## src/rtl/dac_if_pkg.sv

```systemverilog
// Shared types and default timing constants for the DAC DDR interface bring-up sequencer.
package dac_if_pkg;

    typedef enum logic [2:0] {
        ST_IDLE      = 3'd0,
        ST_RST_DCM   = 3'd1,
        ST_WAIT_LOCK = 3'd2,
        ST_IO_RST    = 3'd3,
        ST_TRAIN     = 3'd4,
        ST_RUN       = 3'd5,
        ST_FAIL      = 3'd6
    } state_t;

    localparam int unsigned DEF_RST_CYCLES    = 16;
    localparam int unsigned DEF_LOCK_STABLE   = 64;
    localparam int unsigned DEF_LOCK_TIMEOUT  = 65536;
    localparam int unsigned DEF_IO_RST_CYCLES = 8;
    localparam int unsigned DEF_TRAIN_CYCLES  = 1024;
    localparam int unsigned DEF_MAX_RETRY     = 7;
    localparam int unsigned CNT_W             = 20;

endpackage

```

## src/rtl/dac_if_startup_ctrl_if.sv

```systemverilog
// Control/status bundle between the bring-up sequencer and the clock wizard / DAC datapath.
interface dac_if_startup_ctrl_if;

    logic       enable;
    logic       dcm_locked;
    logic       dcm_reset;
    logic       io_reset;
    logic       train_en;
    logic       link_up;
    logic       fail;
    logic [2:0] state;
    logic [2:0] retry_cnt;
    logic [7:0] relock_cnt;

    modport master (
        input  enable,
        input  dcm_locked,
        output dcm_reset,
        output io_reset,
        output train_en,
        output link_up,
        output fail,
        output state,
        output retry_cnt,
        output relock_cnt
    );

    modport slave (
        output enable,
        output dcm_locked,
        input  dcm_reset,
        input  io_reset,
        input  train_en,
        input  link_up,
        input  fail,
        input  state,
        input  retry_cnt,
        input  relock_cnt
    );

endinterface

```

## src/rtl/sync_2ff.sv

```systemverilog
// Generic two-flop synchronizer for a single-bit level crossing into clk.
module sync_2ff #(
    parameter logic RST_VAL = 1'b0
) (
    input  logic clk,
    input  logic reset,
    input  logic d,
    output logic q
);

    (* ASYNC_REG = "TRUE" *) logic meta_q;
    (* ASYNC_REG = "TRUE" *) logic sync_q;

    always_ff @(posedge clk) begin
        if (reset) begin
            meta_q <= RST_VAL;
            sync_q <= RST_VAL;
        end else begin
            meta_q <= d;
            sync_q <= meta_q;
        end
    end

    assign q = sync_q;

endmodule

```

## src/rtl/dac_if_startup_ctrl.sv

```systemverilog
// Bring-up and supervision sequencer for the 5-to-2 DAC DDR interface: clock-wizard reset,
// lock qualification, OSERDES reset, training, and automatic relock with bounded retries.
module dac_if_startup_ctrl #(
    parameter int unsigned RST_CYCLES    = dac_if_pkg::DEF_RST_CYCLES,
    parameter int unsigned LOCK_STABLE   = dac_if_pkg::DEF_LOCK_STABLE,
    parameter int unsigned LOCK_TIMEOUT  = dac_if_pkg::DEF_LOCK_TIMEOUT,
    parameter int unsigned IO_RST_CYCLES = dac_if_pkg::DEF_IO_RST_CYCLES,
    parameter int unsigned TRAIN_CYCLES  = dac_if_pkg::DEF_TRAIN_CYCLES,
    parameter int unsigned MAX_RETRY     = dac_if_pkg::DEF_MAX_RETRY,
    parameter int unsigned CNT_W         = dac_if_pkg::CNT_W
) (
    input  logic                  clk,
    input  logic                  reset,
    dac_if_startup_ctrl_if.master bus
);

    import dac_if_pkg::*;

    localparam int unsigned STAB_W = $clog2(LOCK_STABLE + 1);

    state_t             state_q, state_nxt;
    logic [CNT_W-1:0]   cnt_q, cnt_nxt;
    logic [STAB_W-1:0]  stab_q, stab_nxt;
    logic [2:0]         retry_q, retry_nxt;
    logic [7:0]         relock_q, relock_nxt;
    logic               dcm_reset_q, io_reset_q, train_en_q, link_up_q, fail_q;
    logic               lk;

    sync_2ff #(
        .RST_VAL(1'b0)
    ) u_lock_sync (
        .clk   (clk),
        .reset (reset),
        .d     (bus.dcm_locked),
        .q     (lk)
    );

    // enable=0 overrides everything; lock completion beats a same-cycle timeout,
    // and lock loss beats counter expiry in IO_RST/TRAIN.
    always_comb begin
        state_nxt  = state_q;
        retry_nxt  = retry_q;
        relock_nxt = relock_q;
        stab_nxt   = '0;
        cnt_nxt    = (cnt_q == '0) ? '0 : cnt_q - 1'b1;

        if (!bus.enable) begin
            state_nxt = ST_IDLE;
        end else begin
            case (state_q)
                ST_IDLE: state_nxt = ST_RST_DCM;
                ST_RST_DCM: begin
                    if (cnt_q == '0) state_nxt = ST_WAIT_LOCK;
                end
                ST_WAIT_LOCK: begin
                    stab_nxt = lk ? STAB_W'(stab_q + 1'b1) : '0;
                    if (lk && (stab_q == STAB_W'(LOCK_STABLE - 1))) begin
                        state_nxt = ST_IO_RST;
                    end else if (cnt_q == '0) begin
                        retry_nxt = retry_q + 1'b1;
                        state_nxt = (retry_nxt == 3'(MAX_RETRY)) ? ST_FAIL : ST_RST_DCM;
                    end
                end
                ST_IO_RST: begin
                    if (!lk)                state_nxt = ST_RST_DCM;
                    else if (cnt_q == '0)   state_nxt = ST_TRAIN;
                end
                ST_TRAIN: begin
                    if (!lk) begin
                        state_nxt = ST_RST_DCM;
                    end else if (cnt_q == '0) begin
                        state_nxt = ST_RUN;
                        retry_nxt = '0;
                    end
                end
                ST_RUN: begin
                    if (!lk) begin
                        state_nxt = ST_RST_DCM;
                        if (relock_q != '1) relock_nxt = relock_q + 1'b1;
                    end
                end
                ST_FAIL: state_nxt = ST_FAIL;
                default: state_nxt = ST_IDLE;
            endcase
        end

        if (state_nxt == ST_IDLE) retry_nxt = '0;

        if (state_nxt != state_q) begin
            case (state_nxt)
                ST_RST_DCM:   cnt_nxt = CNT_W'(RST_CYCLES - 1);
                ST_WAIT_LOCK: cnt_nxt = CNT_W'(LOCK_TIMEOUT - 1);
                ST_IO_RST:    cnt_nxt = CNT_W'(IO_RST_CYCLES - 1);
                ST_TRAIN:     cnt_nxt = CNT_W'(TRAIN_CYCLES - 1);
                default:      cnt_nxt = '0;
            endcase
        end
    end

    // Outputs decode the next state so they switch on the same edge as state.
    always_ff @(posedge clk) begin
        if (reset) begin
            state_q     <= ST_IDLE;
            cnt_q       <= '0;
            stab_q      <= '0;
            retry_q     <= '0;
            relock_q    <= '0;
            dcm_reset_q <= 1'b1;
            io_reset_q  <= 1'b1;
            train_en_q  <= 1'b0;
            link_up_q   <= 1'b0;
            fail_q      <= 1'b0;
        end else begin
            state_q     <= state_nxt;
            cnt_q       <= cnt_nxt;
            stab_q      <= stab_nxt;
            retry_q     <= retry_nxt;
            relock_q    <= relock_nxt;
            dcm_reset_q <= (state_nxt == ST_IDLE) || (state_nxt == ST_RST_DCM) ||
                           (state_nxt == ST_FAIL);
            io_reset_q  <= (state_nxt != ST_TRAIN) && (state_nxt != ST_RUN);
            train_en_q  <= (state_nxt == ST_TRAIN);
            link_up_q   <= (state_nxt == ST_RUN);
            fail_q      <= (state_nxt == ST_FAIL);
        end
    end

    assign bus.dcm_reset  = dcm_reset_q;
    assign bus.io_reset   = io_reset_q;
    assign bus.train_en   = train_en_q;
    assign bus.link_up    = link_up_q;
    assign bus.fail       = fail_q;
    assign bus.state      = state_q;
    assign bus.retry_cnt  = retry_q;
    assign bus.relock_cnt = relock_q;

endmodule

```

## src/flat_wrapper.sv

```systemverilog
// flat-port wrapper written by rule: the top's interface ports become plain ports
module dac_if_startup_ctrl_flat import dac_if_pkg::*;
#(
    parameter int unsigned RST_CYCLES    = dac_if_pkg::DEF_RST_CYCLES,
    parameter int unsigned LOCK_STABLE   = dac_if_pkg::DEF_LOCK_STABLE,
    parameter int unsigned LOCK_TIMEOUT  = dac_if_pkg::DEF_LOCK_TIMEOUT,
    parameter int unsigned IO_RST_CYCLES = dac_if_pkg::DEF_IO_RST_CYCLES,
    parameter int unsigned TRAIN_CYCLES  = dac_if_pkg::DEF_TRAIN_CYCLES,
    parameter int unsigned MAX_RETRY     = dac_if_pkg::DEF_MAX_RETRY,
    parameter int unsigned CNT_W         = dac_if_pkg::CNT_W
)
  (clk, reset, bus_enable, bus_dcm_locked, bus_dcm_reset, bus_io_reset, bus_train_en, bus_link_up, bus_fail, bus_state, bus_retry_cnt, bus_relock_cnt);
  dac_if_startup_ctrl_if bus_i ();
  input  logic clk;
  input  logic reset;
  input wire logic [$bits(bus_i.enable)-1:0] bus_enable;
  input wire logic [$bits(bus_i.dcm_locked)-1:0] bus_dcm_locked;
  output wire logic [$bits(bus_i.dcm_reset)-1:0] bus_dcm_reset;
  output wire logic [$bits(bus_i.io_reset)-1:0] bus_io_reset;
  output wire logic [$bits(bus_i.train_en)-1:0] bus_train_en;
  output wire logic [$bits(bus_i.link_up)-1:0] bus_link_up;
  output wire logic [$bits(bus_i.fail)-1:0] bus_fail;
  output wire logic [$bits(bus_i.state)-1:0] bus_state;
  output wire logic [$bits(bus_i.retry_cnt)-1:0] bus_retry_cnt;
  output wire logic [$bits(bus_i.relock_cnt)-1:0] bus_relock_cnt;
  assign bus_i.enable = bus_enable;
  assign bus_i.dcm_locked = bus_dcm_locked;
  assign bus_dcm_reset = bus_i.dcm_reset;
  assign bus_io_reset = bus_i.io_reset;
  assign bus_train_en = bus_i.train_en;
  assign bus_link_up = bus_i.link_up;
  assign bus_fail = bus_i.fail;
  assign bus_state = bus_i.state;
  assign bus_retry_cnt = bus_i.retry_cnt;
  assign bus_relock_cnt = bus_i.relock_cnt;
  dac_if_startup_ctrl #(.RST_CYCLES(RST_CYCLES), .LOCK_STABLE(LOCK_STABLE), .LOCK_TIMEOUT(LOCK_TIMEOUT), .IO_RST_CYCLES(IO_RST_CYCLES), .TRAIN_CYCLES(TRAIN_CYCLES), .MAX_RETRY(MAX_RETRY), .CNT_W(CNT_W)) u_core (.clk(clk), .reset(reset), .bus(bus_i));
endmodule
```

## config.mk

```make
export PLATFORM = sky130hd
export DESIGN_NAME = dac_if_startup_ctrl_flat
export DESIGN_NICKNAME = d
export VERILOG_FILES = /design/src/rtl/dac_if_pkg.sv /design/src/rtl/dac_if_startup_ctrl_if.sv /design/src/rtl/sync_2ff.sv /design/src/rtl/dac_if_startup_ctrl.sv /design/src/flat_wrapper.sv
export SDC_FILE = /design/constraint.sdc
export NUM_CORES = 1
export LEC_CHECK = 0
export CAP_MARGIN = 10
export CORE_MARGIN = 4
export CORE_UTILIZATION = 45
export CTS_BUF_LIST = sky130_fd_sc_hd__clkbuf_4 sky130_fd_sc_hd__clkbuf_8 sky130_fd_sc_hd__clkbuf_16
export DETAILED_ROUTE_END_ITERATION = 10
export PLACE_DENSITY = 0.66
export RECOVER_POWER = 50
export SYNTH_ARGS = -nofsm -noshare
export SYNTH_HDL_FRONTEND = slang
export SYNTH_SLANG_ARGS = --single-unit
```

## constraint.sdc

```tcl
create_clock -name clk -period 4.05 [get_ports clk]
set_input_delay 0.405 -clock clk [delete_from_list [all_inputs] [get_ports clk]]
set_output_delay 0.405 -clock clk [all_outputs]
set_load 0.005 [all_outputs]
```

# Word-level counts from Yosys, hierarchy flattened
# Cells that the tools add are included.
dict set report word_totals {
  ff_bits 48
  in_bits 4
  out_inout_bits 19
  elab_cells 72
}
dict set report op_classes {
  n_addsub 4
  eq_ne 22
  mux 19
  bitwise_logic 3
  reduce_logical 12
}
# operator count
set ops {}
lappend ops {{one-hot mux 16 bit (4 select lines)} 1}
lappend ops {{two-way mux 3 bit} 14}
lappend ops {{two-way mux 20 bit} 2}
lappend ops {{equality test 3 bit (second input constant)} 7}
lappend ops {{one-hot mux 3 bit (7 select lines)} 1}
lappend ops {{logical NOT 20 bit} 1}
lappend ops {{subtractor 20 x 1 -> 20 bit (second input constant)} 1}
lappend ops {{equality test 3 x 2 -> 1 bit (second input constant)} 4}
lappend ops {{adder 8 x 1 -> 8 bit (second input constant)} 1}
lappend ops {{inequality test 8 bit (second input constant)} 1}
lappend ops {{adder 7 x 1 -> 7 bit (second input constant)} 1}
lappend ops {{equality test 7 x 6 -> 1 bit (second input constant)} 1}
lappend ops {{equality test 3 x 1 -> 1 bit (second input constant)} 2}
lappend ops {{logical NOT 3 bit} 2}
lappend ops {{inequality test 3 bit (second input constant)} 2}
lappend ops {{one-hot mux 3 bit (2 select lines)} 1}
lappend ops {{AND reduction 6 bit} 1}
lappend ops {{inequality test 2 x 1 -> 1 bit (second input constant)} 2}
lappend ops {{inequality test 2 bit (second input constant)} 2}
lappend ops {{AND reduction 4 bit} 1}
lappend ops {{OR reduction 4 bit} 1}
lappend ops {{adder 3 x 1 -> 3 bit (second input constant)} 1}
lappend ops {{inequality test 3 bit} 1}
lappend ops {{NOT 1 bit} 3}
lappend ops {{other kinds (4)} 6}

# Logic depth before layout (Yosys ltp)
# Gate-level depths: netlist (run 1).
dict set report depth {
  ltp_word 10
  mapped_depth 11
  mapped_depth_nobuf 9
}

# By module
# A second synthesis (run 1) with hierarchy kept.
dict set report hier_totals {
  cells_unflattened 272
  area_unflattened_um2 2381.0
}
# module n_inst cells_per_inst area_per_inst_um2 seq_area_each_um2
set by_module_without_submodules {}
lappend by_module_without_submodules {dac_if_startup_ctrl 1 268 2328.5 920.9}
lappend by_module_without_submodules {sync_2ff 1 4 52.6 40.0}

# Least setup slack after synthesis (run 1)
# No wires, ideal clock.
dict set report synth_timing {
  path_type {reg-to-reg}
  start {reg u_core.cnt_q[11]}
  end {reg u_core.cnt_q[10]}
  setup_time_ps 76
  arrival_time_ps 2369
  t_required_ps 3974
  path_slack_ps 1605
  path_stages_with_launch 10
  path_buffers 2
  period_less_slack_ps 2445
  cell_sequence {dfxtp_1 > or3_4 > nand2b_4 > or2_0 > buf_2 > a211o_1 > or3_4 > a31o_4 > buf_6 > o22ai_1}
}
dict set report synth_between {
  elab_chain_len 8
  word_cells_on_any_way 18
  cone_classes {eq/ne: 5; mux: 12; reduce/logical: 1}
}
# element line_no
set synth_rtl {}
lappend synth_rtl {{from (decl)} dac_if_startup_ctrl.sv:22} ;# logic [CNT_W-1:0] cnt_q, cnt_nxt;
lappend synth_rtl {{from (signal assigned)} dac_if_startup_ctrl.sv:115} ;# cnt_q <= cnt_nxt;
lappend synth_rtl {{logical NOT 20 bit (*)} -}
lappend synth_rtl {{two-way mux 3 bit (on tied branches)} {dac_if_startup_ctrl.sv:71, dac_if_startup_ctrl.sv:59, dac_if_startup_ctrl.sv:66}}
lappend synth_rtl {{two-way mux 3 bit (on tied branches)} {dac_if_startup_ctrl.sv:69, dac_if_startup_ctrl.sv:57, dac_if_startup_ctrl.sv:65}}
lappend synth_rtl {{one-hot mux 3 bit (7 select lines)} dac_if_startup_ctrl.sv:50} ;# case (state_q)
lappend synth_rtl {{two-way mux 3 bit} dac_if_startup_ctrl.sv:47} ;# if (!bus.enable) begin
lappend synth_rtl {{equality test 3 bit (tied with other cells)} dac_if_startup_ctrl.sv:90} ;# case (state_nxt)
lappend synth_rtl {{one-hot mux 16 bit (4 select lines)} dac_if_startup_ctrl.sv:90}
lappend synth_rtl {{two-way mux 20 bit (*)} dac_if_startup_ctrl.sv:89} ;# if (state_nxt != state_q) begin
# Mark *: on every way between the ends. The rest lies on a longest branch, timed or not.
# A chain may end at the register's enable or synchronous reset.

# Worst setup path after layout (run 1)
dict set report layout_timing {
  start {reg u_core.cnt_q[0]}
  end {reg u_core.cnt_q[0]}
}
dict set report layout_between {
  elab_chain_len 8
  word_cells_on_any_way 19
  cone_classes {add/sub: 1; eq/ne: 5; mux: 12; reduce/logical: 1}
}
# element line_no
set layout_rtl {}
lappend layout_rtl {{logical NOT 20 bit} -}
lappend layout_rtl {{two-way mux 3 bit (on tied branches)} {dac_if_startup_ctrl.sv:71, dac_if_startup_ctrl.sv:59, dac_if_startup_ctrl.sv:66}}
lappend layout_rtl {{two-way mux 3 bit (on tied branches)} {dac_if_startup_ctrl.sv:69, dac_if_startup_ctrl.sv:57, dac_if_startup_ctrl.sv:65}}
lappend layout_rtl {{one-hot mux 3 bit (7 select lines)} dac_if_startup_ctrl.sv:50}
lappend layout_rtl {{two-way mux 3 bit} dac_if_startup_ctrl.sv:47}
lappend layout_rtl {{equality test 3 bit (tied with other cells)} dac_if_startup_ctrl.sv:90}
lappend layout_rtl {{one-hot mux 16 bit (4 select lines)} dac_if_startup_ctrl.sv:90}
lappend layout_rtl {{two-way mux 20 bit (*)} dac_if_startup_ctrl.sv:89}
# Marked as above.

==> impl_metrics.yaml, run 1 <==
logic_synthesis:
  synth_warnings: 0
  synth-edff-count: 0
  syn_nets: 292
  synth-seq-area-share_pct: 40.1
  ys_ff_latch: 48
  synthArstFlopShare_pct: 0
  yosysMostFrequentCell: "dfxtp_1"
  synth_cell_types: 44
  synth.avg_cell_area_um2: 8.51
  synth_top_area_share_pct: 40.1
  synthFlopType: "dfxtp_1"
  synth_commonest_cells: "48 x dfxtp_1, 40 x nor2_1, 21 x nand2_1, 17 x xnor2_1, 16 x o22ai_1"
  synth.top_cells.by_area: "dfxtp_1 40%, nor2_1 6.3%, xnor2_1 6.2%"
  yosys.area.top_type: "dfxtp_1"
  syn_inst: 282
  synth_area_um2: 2400
sta:
  fin_crit_ns: 2.59
  fin_worst_skew_ns: 0.00816
  max_slew_margin_pct: 49.7
  min_period_over_period_pct: 63.9
  slew_violations: 0
  setup_tns_ns: 0
  hold_viol_final: 0
  fmax_ghz: 0.387
  worstMarginPinSlew_ns: 0.747
  rsz0062_at_grt: "no"
  setup_viol: 0
final_layout:
  utilization_pct: 54.0
  fin_cells: 372
  fillers: 515
  n_antenna_cell: 0
  syn_to_final_growth_pct: 15.8
  drive_gt1_share_pct: 5.96
  fin_nets: 311
  fin_area_um2: 2780
cts:
  cts.path.max_buffers: 2
  cts_max_level: 2
  path_clk_slew_ns: 0.10
  ctsResizeCount: 0
  cts_tree: "yes"
  cts_buffers: 5
  insertion_delay_ns: 0.31
  hold_buffers: 0
  cts_setup_buffers: 0
  cts.sinks: 48
  root_buffer: "clkbuf_8"
hold_path:
  hp-start: "u_core.u_lock_sync.meta_q"
  min_path_type: "reg2reg"
grt:
  grt_pass1_wl_um: 8580
  grt_use_total_pct: 16.7
  grt_max_degree: 21
  antenna_found_initial: 0
  grt_pass1_vias: 1872
  grt_overflow_total: 0
critical_path:
  crit_buf_inv: 2
  slowest_delay_ns: 0.35
  path_delay_family: "simple AND/OR/NAND/NOR gates"
  critPathArrivalTime_ns: 2.77
  crit_slowest_cell: "dfxtp_1"
  cp-start-kind: "flip-flop"
  r2r-start: "u_core.cnt_q[0]"
  path_cells: "inv_1 -> ha_1 -> nor4b_1 -> nand3_1 -> or2_0 -> a211o_1 -> or3_4 -> nand4_1 -> buf_4 -> o22ai_1"
  worstPathMaxFanout: 20
  critical_path_class: "reg2reg"
  end_kind: "flip-flop"
  cp_data_required_time_ns: 4.23
  crit_start: "u_core.cnt_q[0]"
pwr:
  power_uw: 1620
  ir_drop_mv: 0.249
  leakage_uw: 0.00105
  powerDensity_nw_per_um2: 585
placement:
  gp_congestion: 0.977
  dp.cells: 364
  place_hpwl_um: 3570
  io_buffers: 22
  placed_cell_area_um2: 2660
floorplan:
  io_pins: 23
  initial_core_util_pct: 46.7
  rows: 26
  dieArea_um2: 6560
  core-area_um2: 5140
  die_h_um: 81.0
  fp.dieW_um: 81.0
job:
  drv_cap: 0
drt:
  first_pass_iters: 4
  wl_per_cell_um: 13.5
  vias_per_cell: 5.39
  totalWireLength_um: 5020
  drtIter0Drc: 117
  drc: 0
  dr_total_vias: 2004
  ant_nets: 0
run_status:
  status: "complete, no violations"
cell families (layout without fill, tap and decap cells):
| kind of cell | count (synthesis) | in the layout | share of synthesized area, % |
|---|---|---|---|
| simple gates | 126 | 126 | 28.8 |
| flops | 48 | 48 | 40.1 |
| fa+ha+maj | 6 | 6 | 3.13 |
| mux | 1 | 1 | 0.417 |
| buf+inv | 20 | 40 | 3.60 |
| xor+xnor | 28 | 28 | 10.2 |
| compound gates | 53 | 53 | 13.8 |
where the power goes:
| part | internal [uW] | switching (uW) | leakage, uW | total (uW) |
|---|---|---|---|---|
| clock network | 186 | 174 | 0.0000548 | 360 |
| logic | 293 | 366 | 0.000602 | 659 |
| registers | 529 | 74.9 | 0.000390 | 603 |
| total | 1010 | 615 | 0.00105 | 1620 |
per-layer routing:
layer / global-route usage [%] / vias to the layer above / routed length [um]
met2: 26.8 / 43 / 2320
met4: 6.25 / 0 / 86
met5: 0 / - / 0
met1: 22.1 / 915 / 2440
met3: 3.33 / 9 / 175
li1: - / 1037 / -
flip-flops by register name, summed over array words and instances, names as in the netlist, 3 cells and up:
name                   count
u_core.cnt_q              20
u_core.bus.relock_cnt      8
u_core.stab_q              7
u_core.bus.retry_cnt       3
u_core.bus.state           3
worst reg2reg max path, stage by stage, from the launching register on:
cell	delay (ns)
dfxtp_1	0.35
inv_1	0.08
ha_1	0.19
nor4b_1	0.23
nand3_1	0.14
or2_0	0.33
a211o_1	0.33
or3_4	0.35
nand4_1	0.10
buf_4	0.24
o22ai_1	0.12
placed cells by master, fill, tap and decap left out, types with 4 or more instances in the layout:
master,count
nor3_1,7
nand3_1,15
ha_1,6
nand2_1,21
o21ai_0,14
nor2b_1,7
inv_1,9
dfxtp_1,48
a21oi_1,9
clkbuf_8,5
nor4_1,5
or3_1,6
xnor2_1,17
nand4_1,4
o22ai_1,16
xor2_1,11
dlygate4sd3_1,20
nor2_1,40
worst paths after layout:
check | to | slack [ns] | cells after the start
hold / removal | u_core.u_lock_sync.q | 0.45 | 1
setup reg to reg | u_core.cnt_q[0] | 1.46 | 10
hold reg to reg | u_core.u_lock_sync.q | 0.45 | 1
setup / recovery | u_core.cnt_q[0] | 1.46 | 10
per-stage QoR:
step                hold WS (ns)  setup WS (ns)
finish                     0.447           1.46
global route               0.459           1.28
CTS                        0.451           1.46
detailed placement         0.428           1.51
global placement           0.422           1.57
floorplan                  0.414           1.61
area by class of cell:
cell class / count / area, um^2 / area share (%)
Timing Repair Buffer: 23 / 228 / 8.20
Multi-Input combinational cell: 214 / 1350 / 48.7
Clock inverter: 3 / 46.3 / 1.67
Inverter: 9 / 33.8 / 1.22
Tap cell: 70 / 87.6 / 3.15
Clock buffer: 5 / 68.8 / 2.48
Sequential cell: 48 / 961 / 34.6
No activity file was read; power rests on OpenSTA's default activity.
==> run 2: changes to the inputs <==
clock period = 2.6 ns   (was 4.05 ns; I/O delays follow)
==> impl_metrics.yaml, run 2 (synthesis results as in run 1) <==
floorplan:
  dieArea_um2: 6560
  die_h_um: 81.0
  fp.dieW_um: 81.0
  rows: 26
  io_pins: 23
  core-area_um2: 5140
  initial_core_util_pct: 46.7
sta:
  fin_worst_skew_ns: 0.0111
  setup_tns_ns: 0
  slew_violations: 0
  fin_crit_ns: 2.44
  worstMarginPinSlew_ns: 0.733
  min_period_over_period_pct: 93.8
  setup_viol: 0
  max_slew_margin_pct: 50.6
  rsz0062_at_grt: "no"
  fmax_ghz: 0.410
  hold_viol_final: 0
grt:
  grt_pass1_vias: 1933
  grt_use_total_pct: 16.7
  grt_pass1_wl_um: 8740
  grt_overflow_total: 0
  antenna_found_initial: 0
  grt_max_degree: 21
drt:
  dr_total_vias: 2051
  totalWireLength_um: 4940
  ant_nets: 0
  wl_per_cell_um: 13.0
  vias_per_cell: 5.38
  drc: 0
  drtIter0Drc: 120
  first_pass_iters: 4
pwr:
  powerDensity_nw_per_um2: 913
  leakage_uw: 0.00109
  power_uw: 2620
  ir_drop_mv: 0.371
critical_path:
  reg2regPathDepth: 7
  cp_data_required_time_ns: 2.82
  crit_start: "u_core.cnt_q[11]"
  worstReg2RegEnd: "u_core.cnt_q[12]"
  critical_path_class: "reg2reg"
  end_kind: "flip-flop"
  r2r-start: "u_core.cnt_q[11]"
  endpoint: "u_core.cnt_q[12]"
  cp-start-kind: "flip-flop"
  critPathArrivalTime_ns: 2.66
  reg2reg_slack_ns: 0.16
  worstPathMaxFanout: 16
placement:
  gp_congestion: 0.877
  place_hpwl_um: 3500
  io_buffers: 22
  dp.cells: 371
  placed_cell_area_um2: 2730
cts:
  cts.path.max_buffers: 2
  cts_tree: "yes"
  cts.sinks: 48
  cts_max_level: 2
  root_buffer: "clkbuf_8"
  insertion_delay_ns: 0.30
  cts_buffers: 5
  path_clk_slew_ns: 0.09
final_layout:
  drive_gt1_share_pct: 9.65
  utilization_pct: 56.0
  largest_reg_flops: 20
  final_common_cell: "dfxtp_1"
  fin_cells: 381
  mostFrequentLayoutCells: "48 x dfxtp_1, 40 x nor2_1, 21 x nand2_1"
  regMostFlops: "u_core.cnt_q"
  syn_to_final_growth_pct: 19.9
  n_antenna_cell: 0
  fin_area_um2: 2880
  fin_nets: 320
hold_path:
  min_path_type: "reg2reg"
  hp-start: "u_core.u_lock_sync.meta_q"
job:
  drv_cap: 0
run_status:
  status: "complete, no violations"
run 2: what timing repair did:
item,in CTS,in global routing
hold buffers,0,0
gates resized for setup,0,9
endpoints found under the setup margin,0,24
buffers inserted,0,2
run 2: layout make-up:
type,instances,area [um^2]
flip-flops and latches,48,961
multi-input cells,214,1390
repair buffers,32,297
clock inverters,2,35.0
fillers,516,2260
inverters,9,33.8
clock buffers,6,76.3
well taps,70,87.6
run 2: worst min path at each step:
| stage | end | slack (ns) | depth (start not counted) |
|---|---|---|---|
| 6_report | u_core.u_lock_sync.q | 0.45 | 1 |
| 2_1_floorplan | u_core.u_lock_sync.meta_q | 0.39 | 1 |
| 4_1_cts | u_core.u_lock_sync.q | 0.46 | 1 |
| 5_1_grt | u_core.stab_q[0] | 0.46 | 1 |
| 3_3_place_gp | u_core.u_lock_sync.q | 0.42 | 1 |
| 3_5_place_dp | u_core.u_lock_sync.q | 0.43 | 1 |
run 2: per-layer routing:
metal  global-route usage [%]  routed length [um]
met3                     4.21                 217
met1                     23.4                2510
met4                     4.73                  58
met5                        0                   0
met2                     25.2                2160
run 2: worst max-delay path, stage by stage, from the launching register on:
cell	delay, ns
dfxtp_1	0.35
or3_4	0.42
nand2b_4	0.18
or2_1	0.26
a211o_1	0.31
or3_4	0.35
a31o_4	0.31
o22ai_1	0.19
run 2: through the flow:
step / hold WS (ns) / worst slack [ns]
2_1_floorplan: 0.388 / 0.155
3_3_place_gp: 0.421 / 0.207
3_5_place_dp: 0.434 / 0.0917
4_1_cts: 0.455 / 0.0622
5_1_grt: 0.463 / 0.000840
6_report: 0.450 / 0.161
run 2: where the power goes:
group	leakage, uW	total, uW	internal, uW	switching (uW)
clock network	0.0000586	531	296	235
registers	0.000390	944	823	121
logic	0.000647	1150	552	599
total	0.00109	2620	1670	954
